**config.mk**
```make
export PLATFORM = sky130hd
export DESIGN_NAME = pipe_reg_m_skid
export DESIGN_NICKNAME = d
export VERILOG_FILES = /design/src/rtl/pipe_reg_m_skid.sv
export SDC_FILE = /design/constraint.sdc
export NUM_CORES = 1
export LEC_CHECK = 0
export ABC_AREA = 1
export CAP_MARGIN = 30
export CORE_MARGIN = 4
export CORE_UTILIZATION = 25
export DETAILED_ROUTE_END_ITERATION = 8
export DONT_BUFFER_PORTS = 1
export HOLD_SLACK_MARGIN = 0.03
export PLACE_DENSITY = 0.5
export SLEW_MARGIN = 20
export SYNTH_ARGS = -nofsm -noshare
export SYNTH_HDL_FRONTEND = slang
export SYNTH_SLANG_ARGS = --single-unit
export TNS_END_PERCENT = 100
```
**constraint.sdc**
```tcl
create_clock -name i_clk -period 3.45 [get_ports i_clk]
set_input_delay 0.69 -clock i_clk [delete_from_list [all_inputs] [get_ports i_clk]]
set_output_delay 0.69 -clock i_clk [all_outputs]
set_load 0.05 [all_outputs]
```
**src/rtl/pipe_reg_m_skid.sv**
```systemverilog
// EX->MEM pipeline register with a valid/ready handshake, an optional one-entry
// skid buffer that keeps o_ready_e registered, a synchronous flush that turns
// the stage into a bubble, and a saturating count of entries killed by flush.
module pipe_reg_m_skid #(
  parameter int                DATA_W   = 32,
  parameter int                REG_AW   = 5,
  parameter logic [DATA_W-1:0] PC_RESET = DATA_W'(32'h0000_3000),
  parameter int                SKID     = 1,
  parameter int                CNT_W    = 16
) (
  input  logic              i_clk,
  input  logic              i_rst_n,
  input  logic              i_valid_e,
  output logic              o_ready_e,
  input  logic [DATA_W-1:0] i_ir_e,
  input  logic [DATA_W-1:0] i_pc4_e,
  input  logic [DATA_W-1:0] i_alu_out,
  input  logic [DATA_W-1:0] i_alu_b,
  input  logic [REG_AW-1:0] i_a3_e,
  input  logic              i_flush,
  input  logic              i_ready_m,
  output logic              o_valid_m,
  output logic [DATA_W-1:0] o_ir_m,
  output logic [DATA_W-1:0] o_pc4_m,
  output logic [DATA_W-1:0] o_ao_m,
  output logic [DATA_W-1:0] o_v2_m,
  output logic [REG_AW-1:0] o_a3_m,
  output logic [CNT_W-1:0]  o_flush_cnt
);

  typedef struct packed {
    logic [DATA_W-1:0] ir;
    logic [DATA_W-1:0] pc4;
    logic [DATA_W-1:0] ao;
    logic [DATA_W-1:0] v2;
    logic [REG_AW-1:0] a3;
  } entry_t;

  // Occupancy: EMPTY = nothing held, ONE = main only, FULL = main + skid.
  typedef enum logic [1:0] {
    ST_EMPTY = 2'd0,
    ST_ONE   = 2'd1,
    ST_FULL  = 2'd2
  } state_t;

  state_t           r_state;
  state_t           w_state_next;
  entry_t           r_main;
  entry_t           r_skid;
  entry_t           w_in_entry;
  logic             r_ready_e;
  logic [CNT_W-1:0] r_flush_cnt;
  logic [CNT_W:0]   w_cnt_sum;
  logic             w_ready_e;
  logic             w_in;
  logic             w_out;
  logic             w_load_main;
  logic             w_main_from_skid;
  logic             w_load_skid;
  logic [1:0]       w_disc;

  assign w_in_entry = {i_ir_e, i_pc4_e, i_alu_out, i_alu_b, i_a3_e};

  // Without a skid slot the stage can only accept while MEM is draining it,
  // so ready has to follow i_ready_m combinationally.
  generate
    if (SKID != 0) begin : g_skid
      assign w_ready_e = r_ready_e;
    end else begin : g_noskid
      assign w_ready_e = i_ready_m | (r_state == ST_EMPTY);
    end
  endgenerate

  assign w_in  = i_valid_e & w_ready_e;
  assign w_out = (r_state != ST_EMPTY) & i_ready_m;

  // Next occupancy, datapath load enables and the number of entries a flush kills.
  always_comb begin
    w_state_next     = r_state;
    w_load_main      = 1'b0;
    w_main_from_skid = 1'b0;
    w_load_skid      = 1'b0;
    w_disc           = 2'd0;
    if (i_flush) begin
      // An entry leaving to MEM this cycle was consumed, not discarded.
      w_state_next = ST_EMPTY;
      case (r_state)
        ST_ONE:  w_disc = i_ready_m ? 2'd0 : 2'd1;
        ST_FULL: w_disc = i_ready_m ? 2'd1 : 2'd2;
        default: w_disc = 2'd0;
      endcase
    end else begin
      case (r_state)
        ST_EMPTY: begin
          if (w_in) begin
            w_state_next = ST_ONE;
            w_load_main  = 1'b1;
          end
        end
        ST_ONE: begin
          if (w_in && w_out) begin
            w_load_main = 1'b1;
          end else if (w_out) begin
            w_state_next = ST_EMPTY;
          end else if (w_in) begin
            // Only reachable with a skid slot: main is stalled, park the input.
            w_state_next = ST_FULL;
            w_load_skid  = 1'b1;
          end
        end
        ST_FULL: begin
          if (w_out) begin
            w_state_next     = ST_ONE;
            w_load_main      = 1'b1;
            w_main_from_skid = 1'b1;
          end
        end
        default: w_state_next = ST_EMPTY;
      endcase
    end
  end

  // Occupancy state and the registered upstream ready (low only when FULL).
  always_ff @(posedge i_clk or negedge i_rst_n) begin
    if (!i_rst_n) begin
      r_state   <= ST_EMPTY;
      r_ready_e <= 1'b1;
    end else begin
      r_state   <= w_state_next;
      r_ready_e <= (w_state_next != ST_FULL);
    end
  end

  // Main register; a flush leaves a bubble with no writeback target.
  always_ff @(posedge i_clk or negedge i_rst_n) begin
    if (!i_rst_n) begin
      r_main     <= '0;
      r_main.pc4 <= PC_RESET;
    end else if (i_flush) begin
      r_main.ir <= '0;
      r_main.a3 <= '0;
    end else if (w_load_main) begin
      r_main <= w_main_from_skid ? r_skid : w_in_entry;
    end
  end

  // Skid register holds the one entry accepted while main was stalled.
  always_ff @(posedge i_clk or negedge i_rst_n) begin
    if (!i_rst_n) begin
      r_skid <= '0;
    end else if (w_load_skid) begin
      r_skid <= w_in_entry;
    end
  end

  assign w_cnt_sum = {1'b0, r_flush_cnt} + (CNT_W + 1)'(w_disc);

  // Saturating count of valid entries thrown away by flush.
  always_ff @(posedge i_clk or negedge i_rst_n) begin
    if (!i_rst_n) begin
      r_flush_cnt <= '0;
    end else if (w_cnt_sum[CNT_W]) begin
      r_flush_cnt <= '1;
    end else begin
      r_flush_cnt <= w_cnt_sum[CNT_W-1:0];
    end
  end

  assign o_ready_e   = w_ready_e;
  assign o_valid_m   = (r_state != ST_EMPTY);
  assign o_ir_m      = r_main.ir;
  assign o_pc4_m     = r_main.pc4;
  assign o_ao_m      = r_main.ao;
  assign o_v2_m      = r_main.v2;
  assign o_a3_m      = r_main.a3;
  assign o_flush_cnt = r_flush_cnt;

endmodule

```
==> results.ini, run 1 <==
[outcome]
outcome=complete, but fails checks
violations=negative hold slack

[timing]
finalSetupViolCount=0
whs_ns=-0.131
slew_violations=0
fmax_mhz=374
final.setup_skew_ns=0.00531
post-route-min-period_ns=2.68
rsz0062_at_grt=no
final_hold_viol_count=166
max_slew.worst_pin.slew_ns=0.946
finalWorstSetupSlack_ns=0.774
setup-tns-final_ns=0
period_share_pct=77.6
max_slew_margin_pct=37.0

[yosys]
ys_types=27
synthCells=1711
muxShareOfSynthArea_pct=0
synth_area_leaders=dfrtp_1 (54%), nand2_1 (23%), nand3_1 (7.0%)
synth_compound_area_share_pct=5.32
synth_top_family_by_area=simple AND/OR/NAND/NOR gates
yosysSeqAreaShare_pct=54.6
syn-cell-area_mm2=0.0131
synth_fa_ha_area_share_pct=0.345
synth_seq_cells=285
avgSynthCellArea_um2=7.64
ys_warn_count=0
synth.largest_area_cell=dfrtp_1
synthSimpleGateAreaFrac_pct=31.5
synth_top_area_share_pct=54.0
synth_xor_xnor_area_share_pct=0.268
syn-num-nets=1852

[job]
cap_violations=0

[routing]
wl_per_cell_um=16.4
ant_nets=0
vias=10500
drt_iter0_drc=692
drc=0
wirelength_mm=38.8
drtPass1Iterations=5
avgViaCountPerCell=4.43

[cells_and_area]
area_delta_synth_final_pct=13.5
layout_commonest_cell=nand2_1
antenna_cells=0
final_util_pct=28.8
final_cell_mix=nand2_1 (805), dfrtp_1 (282), nand3_1 (184), inv_1 (152), o21ai_0 (112)
nets=1799
drive_gt1_share_pct=4.52

[worst_setup_path]
crit_chain=inv_1 -> nand2_1 -> nor2_4 -> nor2_1 -> nor2_1 -> ha_1 -> inv_1 -> fa_1 -> nor2_1 -> nand4_1 -> buf_4 -> nand3_1
crit_path_end_kind=flop
reg2reg_slack_ns=0.77
r2r_end=o_flush_cnt[14]
worstPathArrival_ns=3.14
startpoint_type=flop
ff2ff_path_depth=12
crit_top_cell=nor2_1
crit_type=flop to flop
cp_slowest_stage_delay_ns=0.41
cp.required_ns=3.91
cp_max_fo=9
slowest_stage=fa_1
r2r_start=r_state[0]

[global_route]
grt_overflow=0
grt_pass1_wl_mm=61.9
grt_use_met3_pct=4.75
grt_pass1_vias=10300
grtUsageMet1_pct=16.8
grt_start_max_net_pins=286
busiest_layer=met2
grt_usage_pct=13.7
antenna_found_initial=0
met2_usage_pct=22.5

[pwr]
irDropWorstVdd_v=0.000401
power_leakage_nw=8.03
power_density_mw_per_mm2=697

[min_path]
min_path_type=input port to async pin

[clock_tree]
h-tree-depth=2
numCtsBuffers=36
clock_path_buffers=3
path_clk_slew_ns=0.06
cts_setup_buffers=0
cts_tree=yes
clock_latency_ns=0.53
cts_resized=0
cts.sinks=285
clock-root-buffer=clkbuf_16

[floorplanning]
die-height_um=237
core_mm2=0.0515
dieArea_mm2=0.0560
initial_core_util_pct=25.4
chipWidth_um=237
io-pin-count=289
rows=83

[placed_design]
port_buffers=0
dpl.hpwl_mm=23.2
place_ws_ns=0.640
routabilityCongestion=0.763

==> synthesized netlist by cell type (all sizes together) <==
cell / count
clkbuf: 59
nor2: 21
dfstp: 3
nor3: 2
nand2: 806
nand3b: 1
o21ai: 139
ha: 2
buf: 45
xor2: 4
inv: 153
clkinv: 1
dfrtp: 282
nand3: 185
nand4: 5
or2: 2
fa: 1
==> where the power goes <==
group,internal (mW),switching [mW]
logic,0.383,0.566
registers,4.04,1.52
clock network,2.36,1.46
==> critical path, delay by kind of cell, from the launching register on <==
| kind | cells | cell delay (ns) |
|---|---|---|
| buffers and inverters | 3 | 0.46 |
| adder cells (fa/ha/maj) | 2 | 0.60 |
| AND/OR/NAND/NOR | 7 | 1.18 |
| flip-flops | 1 | 0.39 |
==> sequential cells by signal (all words and copies together), names as in the netlist <==
signal	flops
r_skid	133
o_ao_m	32
o_ir_m	32
o_pc4_m	32
o_v2_m	32
o_flush_cnt	16
o_a3_m	5
r_state	2
o_ready_e	1
==> final cells by class <==
type                            instances  area [um2]
Fill cell                            5568       36700
Sequential cell                       285        7140
Tap cell                              680         851
Clock inverter                          8         120
Timing Repair Buffer                   13         164
Multi-Input combinational cell       1168        4900
Inverter                              154         586
Clock buffer                           54        1070
==> logic make-up (layout without fill, tap and decap cells) <==
logic type | after synthesis | count (layout)
buffers and inverters | 258 | 229
adders and majority gates | 3 | 3
and+or+nand+nor | 1022 | 1022
AOI/OAI and AO/OA | 139 | 139
DFF | 285 | 285
xor gates and xnor gates | 4 | 4
==> metrics by stage <==
step	power, mW	hold WS (ns)	area, um2	std cells
floorplan	6.24	0.394	13100	1711
global placement	6.54	0.405	13600	2300
detailed placement	6.59	0.405	13600	2300
CTS	10.5	-0.190	14800	2362
global route	10.9	-0.189	14800	2362
finish	10.3	-0.131	14800	2362
==> metal layers <==
| layer | vias up | part of all wire, % |
|---|---|---|
| met5 | - | 0 |
| met4 | 0 | 3.4 |
| met3 | 64 | 8.2 |
| met2 | 266 | 46 |
| met1 | 4949 | 42 |
| li1 | 5178 | - |
==> how the worst max path moves through the flow <==
stage                          start               to  slack [ns]  depth (start not counted)
after floorplan              i_flush   o_flush_cnt[7]        0.60                         10
after global placement     i_ready_m  o_flush_cnt[13]        0.68                         10
after detailed placement   i_ready_m  o_flush_cnt[14]        0.64                         11
after CTS                 r_state[0]  o_flush_cnt[14]        0.75                         12
after global routing      r_state[0]   o_flush_cnt[4]        0.44                         12
final                     r_state[0]  o_flush_cnt[14]        0.77                         12
Power figures use the tool's default switching activity.
==> run 2, diff against run 1 <==
- clock period: 3.45 -> 2.78 ns (I/O delays scaled with it)
==> run 2 against run 1 <==
Net effect: the flow still finishes with violations (negative hold slack); largest power group unchanged; clock power rose by 33%; final area rose by 1.2%; combinational power up 36%.
==> results.ini, run 2 (synthesis results as in run 1) <==
[outcome]
outcome=complete, but fails checks
violations=negative hold slack

[routing]
wirelength_mm=39.1
wl_per_cell_um=16.4
drt_iter0_drc=676
ant_nets=0
drtPass1Iterations=5
vias=10500
avgViaCountPerCell=4.41
drc=0

[clock_tree]
clock_latency_ns=0.54
h-tree-depth=2
cts.sinks=285
clock-root-buffer=clkbuf_16
path_clk_slew_ns=0.06
cts_setup_buffers=0
numCtsBuffers=38
clock_path_buffers=3
cts_tree=yes
cts_resized=0

[timing]
max_slew_margin_pct=39.3
period_share_pct=83.5
finalSetupViolCount=0
final.setup_skew_ns=0.00852
slew_violations=0
rsz0062_at_grt=no
max_slew.worst_pin.slew_ns=0.911
post-route-min-period_ns=2.32
whs_ns=-0.272
setup-tns-final_ns=0
final_hold_viol_count=283
fmax_mhz=431

[global_route]
grt_pass1_wl_mm=61.6
grt_pass1_vias=10200
grt_usage_pct=13.7
grt_start_max_net_pins=286
antenna_found_initial=0
grt_overflow=0

[cells_and_area]
drive_gt1_share_pct=5.19
layout_commonest_cell=nand2_1
top_register=r_skid
stdcell_count=2376
antenna_cells=0
largest_register_ffs=133
final_util_pct=29.1
nets=1810
area_delta_synth_final_pct=14.8
final_cell_mix=nand2_1 (805), dfrtp_1 (282), nand3_1 (184), inv_1 (152), o21ai_0 (112)

[placed_design]
port_buffers=0
routabilityCongestion=0.787
place_inst=2309
dpl.hpwl_mm=23.8

[pwr]
power_density_mw_per_mm2=880
p_total_mw=13.2
irDropWorstVdd_v=0.000516
power_leakage_nw=8.12

[floorplanning]
initial_core_util_pct=25.4
rows=83
die-height_um=237
io-pin-count=289
core_mm2=0.0515
chipWidth_um=237
dieArea_mm2=0.0560

[worst_setup_path]
cp.required_ns=3.24
cp_max_fo=16
worstPathArrival_ns=2.78
startpoint_type=flop
crit_type=flop to flop
crit_path_end_kind=flop
reg2reg_slack_ns=0.46

[job]
cap_violations=0

[min_path]
min_path_type=input port to async pin

## run 2: cell types whose count changed in the layout (fill, tap and decap cells not counted), sizes merged
| cell | change |
|---|---|
| buf | +9 |
| clkbuf | +3 |
| bufinv | +1 |
| clkinvlp | +1 |
## run 2: report_power, final
group          switching [mW]  internal [mW]  total (mW)
Clock                    1.90           3.19        5.09
Sequential               1.81           5.02        6.83
Combinational           0.783          0.506        1.29
## run 2: stage by stage
stage	setup WS, ns	area [um2]	hold slack, ns
6_report	0.459	15000	-0.272
5_1_grt	0.265	15000	-0.322
4_1_cts	0.438	15000	-0.325
3_5_place_dp	0.411	13700	0.273
3_3_place_gp	0.381	13700	0.273
2_1_floorplan	0.0628	13100	0.260
## run 2: final timing paths
| check | startpoint | cells after the start | end |
|---|---|---|---|
| hold / removal | i_rst_n | 0 | o_ir_m[22] |
| max in group asynchronous | i_rst_n | 0 | r_skid[47] |
| setup / recovery | r_state[0] | 12 | o_flush_cnt[4] |
| hold reg to reg | r_skid[69] | 2 | r_skid[69] |
| setup reg to reg | r_state[0] | 12 | o_flush_cnt[4] |
| min in group i_clk | i_pc4_e[26] | 2 | r_skid[95] |
## run 2: area by class of cell
class	instances	area, um2
clock buffers	57	1140
clock inverters	10	158
multi-input cells	1168	4900
repair buffers	22	240
flip-flops and latches	285	7140
inverters	154	586
fillers	5599	36500
well taps	680	851
## run 2: worst max-delay path, stage by stage (launching register included)
cell and delay [ns]:
dfrtp_1 0.37, inv_1 0.10, nand2_1 0.12, nor2_4 0.16, nor2_1 0.06, nor2_1 0.10, ha_1 0.17, inv_1 0.06
fa_1 0.41, nor2_1 0.27, nand4_1 0.13, buf_4 0.21, o21ai_0 0.09
## run 2: metal layers
layer  routed length (um)  track usage [%]  vias up
met3                 3100             4.73       67
met4                 1180             4.72        0
li1                     -                -     5198
met5                    0                0        -
met2                18300             22.2      272
met1                16500             17.1     4937
==> run 3, diff against run 2 <==
- clock period: 2.78 -> 2.28 ns (I/O delays scaled with it)
==> run 3 against run 2 <==
Net effect: the flow still finishes with violations (negative hold slack); power grew 17%; sequential cell count is the same; register-to-register slack lost 0.24 ns; fmax grew 12%; non-clock buffer count grew 81; clock skew grew 0.0093 ns; global-route usage grew 0.39 points.
==> results.ini, run 3 (synthesis results as in run 1) <==
[routing]
wl_per_cell_um=16.5
drt_iter0_drc=774
avgViaCountPerCell=4.46
vias=10900
drtPass1Iterations=5
drc=0
wirelength_mm=40.4
ant_nets=0

[timing]
finalSetupViolCount=0
final.setup_skew_ns=0.0178
whs_ns=-0.361
period_share_pct=90.5
max_slew.worst_pin.slew_ns=1.00
rsz0062_at_grt=no
finalWorstSetupSlack_ns=0.215
slew_violations=0
setup-tns-final_ns=0
post-route-min-period_ns=2.06
max_slew_margin_pct=33.1
final_hold_viol_count=283
fmax_mhz=484

[cells_and_area]
stdcell_count=2449
final_util_pct=30.4
final_cell_mix=nand2_1 (804), dfrtp_1 (282), nand3_1 (184), inv_1 (151), o21ai_0 (111)
nets=1889
design_area_mm2=0.0157
antenna_cells=0
largest_register_ffs=133
top_register=r_skid
area_delta_synth_final_pct=19.9
layout_commonest_cell=nand2_1
drive_gt1_share_pct=5.71

[global_route]
grt_pass1_vias=10800
grt_start_max_net_pins=286
grt_overflow=0
antenna_found_initial=0
grt_usage_pct=14.1
grt_pass1_wl_mm=64.1

[placed_design]
place_ws_ns=0.144
place_inst=2323
dpl_cell_area_mm2=0.0139
port_buffers=0
routabilityCongestion=0.753
dpl.hpwl_mm=23.3

[clock_tree]
clock_path_buffers=3
h-tree-depth=2
ctsHoldBuffers=65
cts.sinks=285
numCtsBuffers=36
clock_latency_ns=0.53
path_clk_slew_ns=0.06
clock-root-buffer=clkbuf_16
cts_tree=yes

[worst_setup_path]
cp.required_ns=2.69
cp_max_fo=3
crit_top_cell=nor2_1
worstPathArrival_ns=2.47
slowest_stage=dfrtp_1
cp_slowest_stage_delay_ns=0.38
reg2reg_slack_ns=0.22
crit_path_end_kind=flop
startpoint_type=flop
crit_chain=inv_2 -> nand2_2 -> nor2_4 -> nor2_1 -> nor2_1 -> ha_1 -> inv_1 -> fa_2 -> nor2_1 -> nand3_1 -> o21ai_1 -> nand3_1
crit_type=flop to flop

[floorplanning]
chipWidth_um=237
dieArea_mm2=0.0560
io-pin-count=289
initial_core_util_pct=25.4
die-height_um=237
core_mm2=0.0515
rows=83

[job]
cap_violations=0

[pwr]
power_leakage_nw=8.41
power_density_mw_per_mm2=989
p_total_mw=15.5
irDropWorstVdd_v=0.000460

[min_path]
min_path_type=input port to async pin

[outcome]
violations=negative hold slack
outcome=complete, but fails checks

[run 3: worst paths after layout]
kind / depth (start not counted) / end / from
setup reg to reg: 12 / o_flush_cnt[14] / r_state[0]
hold / removal: 0 / o_ir_m[21] / i_rst_n
min in group i_clk: 2 / r_skid[119] / i_ir_e[18]
setup / recovery: 12 / o_flush_cnt[14] / r_state[0]
max in group asynchronous: 0 / r_skid[90] / i_rst_n
hold reg to reg: 2 / r_skid[108] / r_skid[108]
[run 3: power by group]
part | leakage (nW) | switching, mW | internal, mW
combinational | 4.25 | 1.15 | 0.739
clock | 0.536 | 2.20 | 3.20
sequential | 3.62 | 2.09 | 6.12
[run 3: per-layer routing]
layer / GRT usage (%) / wire length (um) / up-vias
met5: 0 / 0 / -
met4: 3.77 / 890 / 0
met3: 3.65 / 2660 / 51
met2: 23.7 / 19600 / 272
met1: 18.0 / 17200 / 5259
li1: - / - / 5348
[run 3: critical path, delay by kind of cell, from the launching register on]
kind | cells | cell delay (ns)
DFF | 1 | 0.38
buffers and inverters | 2 | 0.13
AOI/OAI and AO/OA | 1 | 0.17
adders and majority gates | 2 | 0.55
and+or+nand+nor | 7 | 0.73
[run 3: repair_timing]
| item | 4_1_cts | 5_1_grt |
|---|---|---|
| endpoints found under the hold margin | 350 | 285 |
| setup endpoints to repair | 0 | 1 |
| resized for setup | 0 | 1 |
| setup buffers | 0 | 2 |
[run 3: cell type report]
type                            count  area [um2]
Fill cell                        5487       35800
Sequential cell                   285        7140
Multi-Input combinational cell   1168        4920
Timing Repair Buffer              103        1070
Clock buffer                       54        1060
Tap cell                          680         851
Inverter                          154         586
Clock inverter                      5        38.8
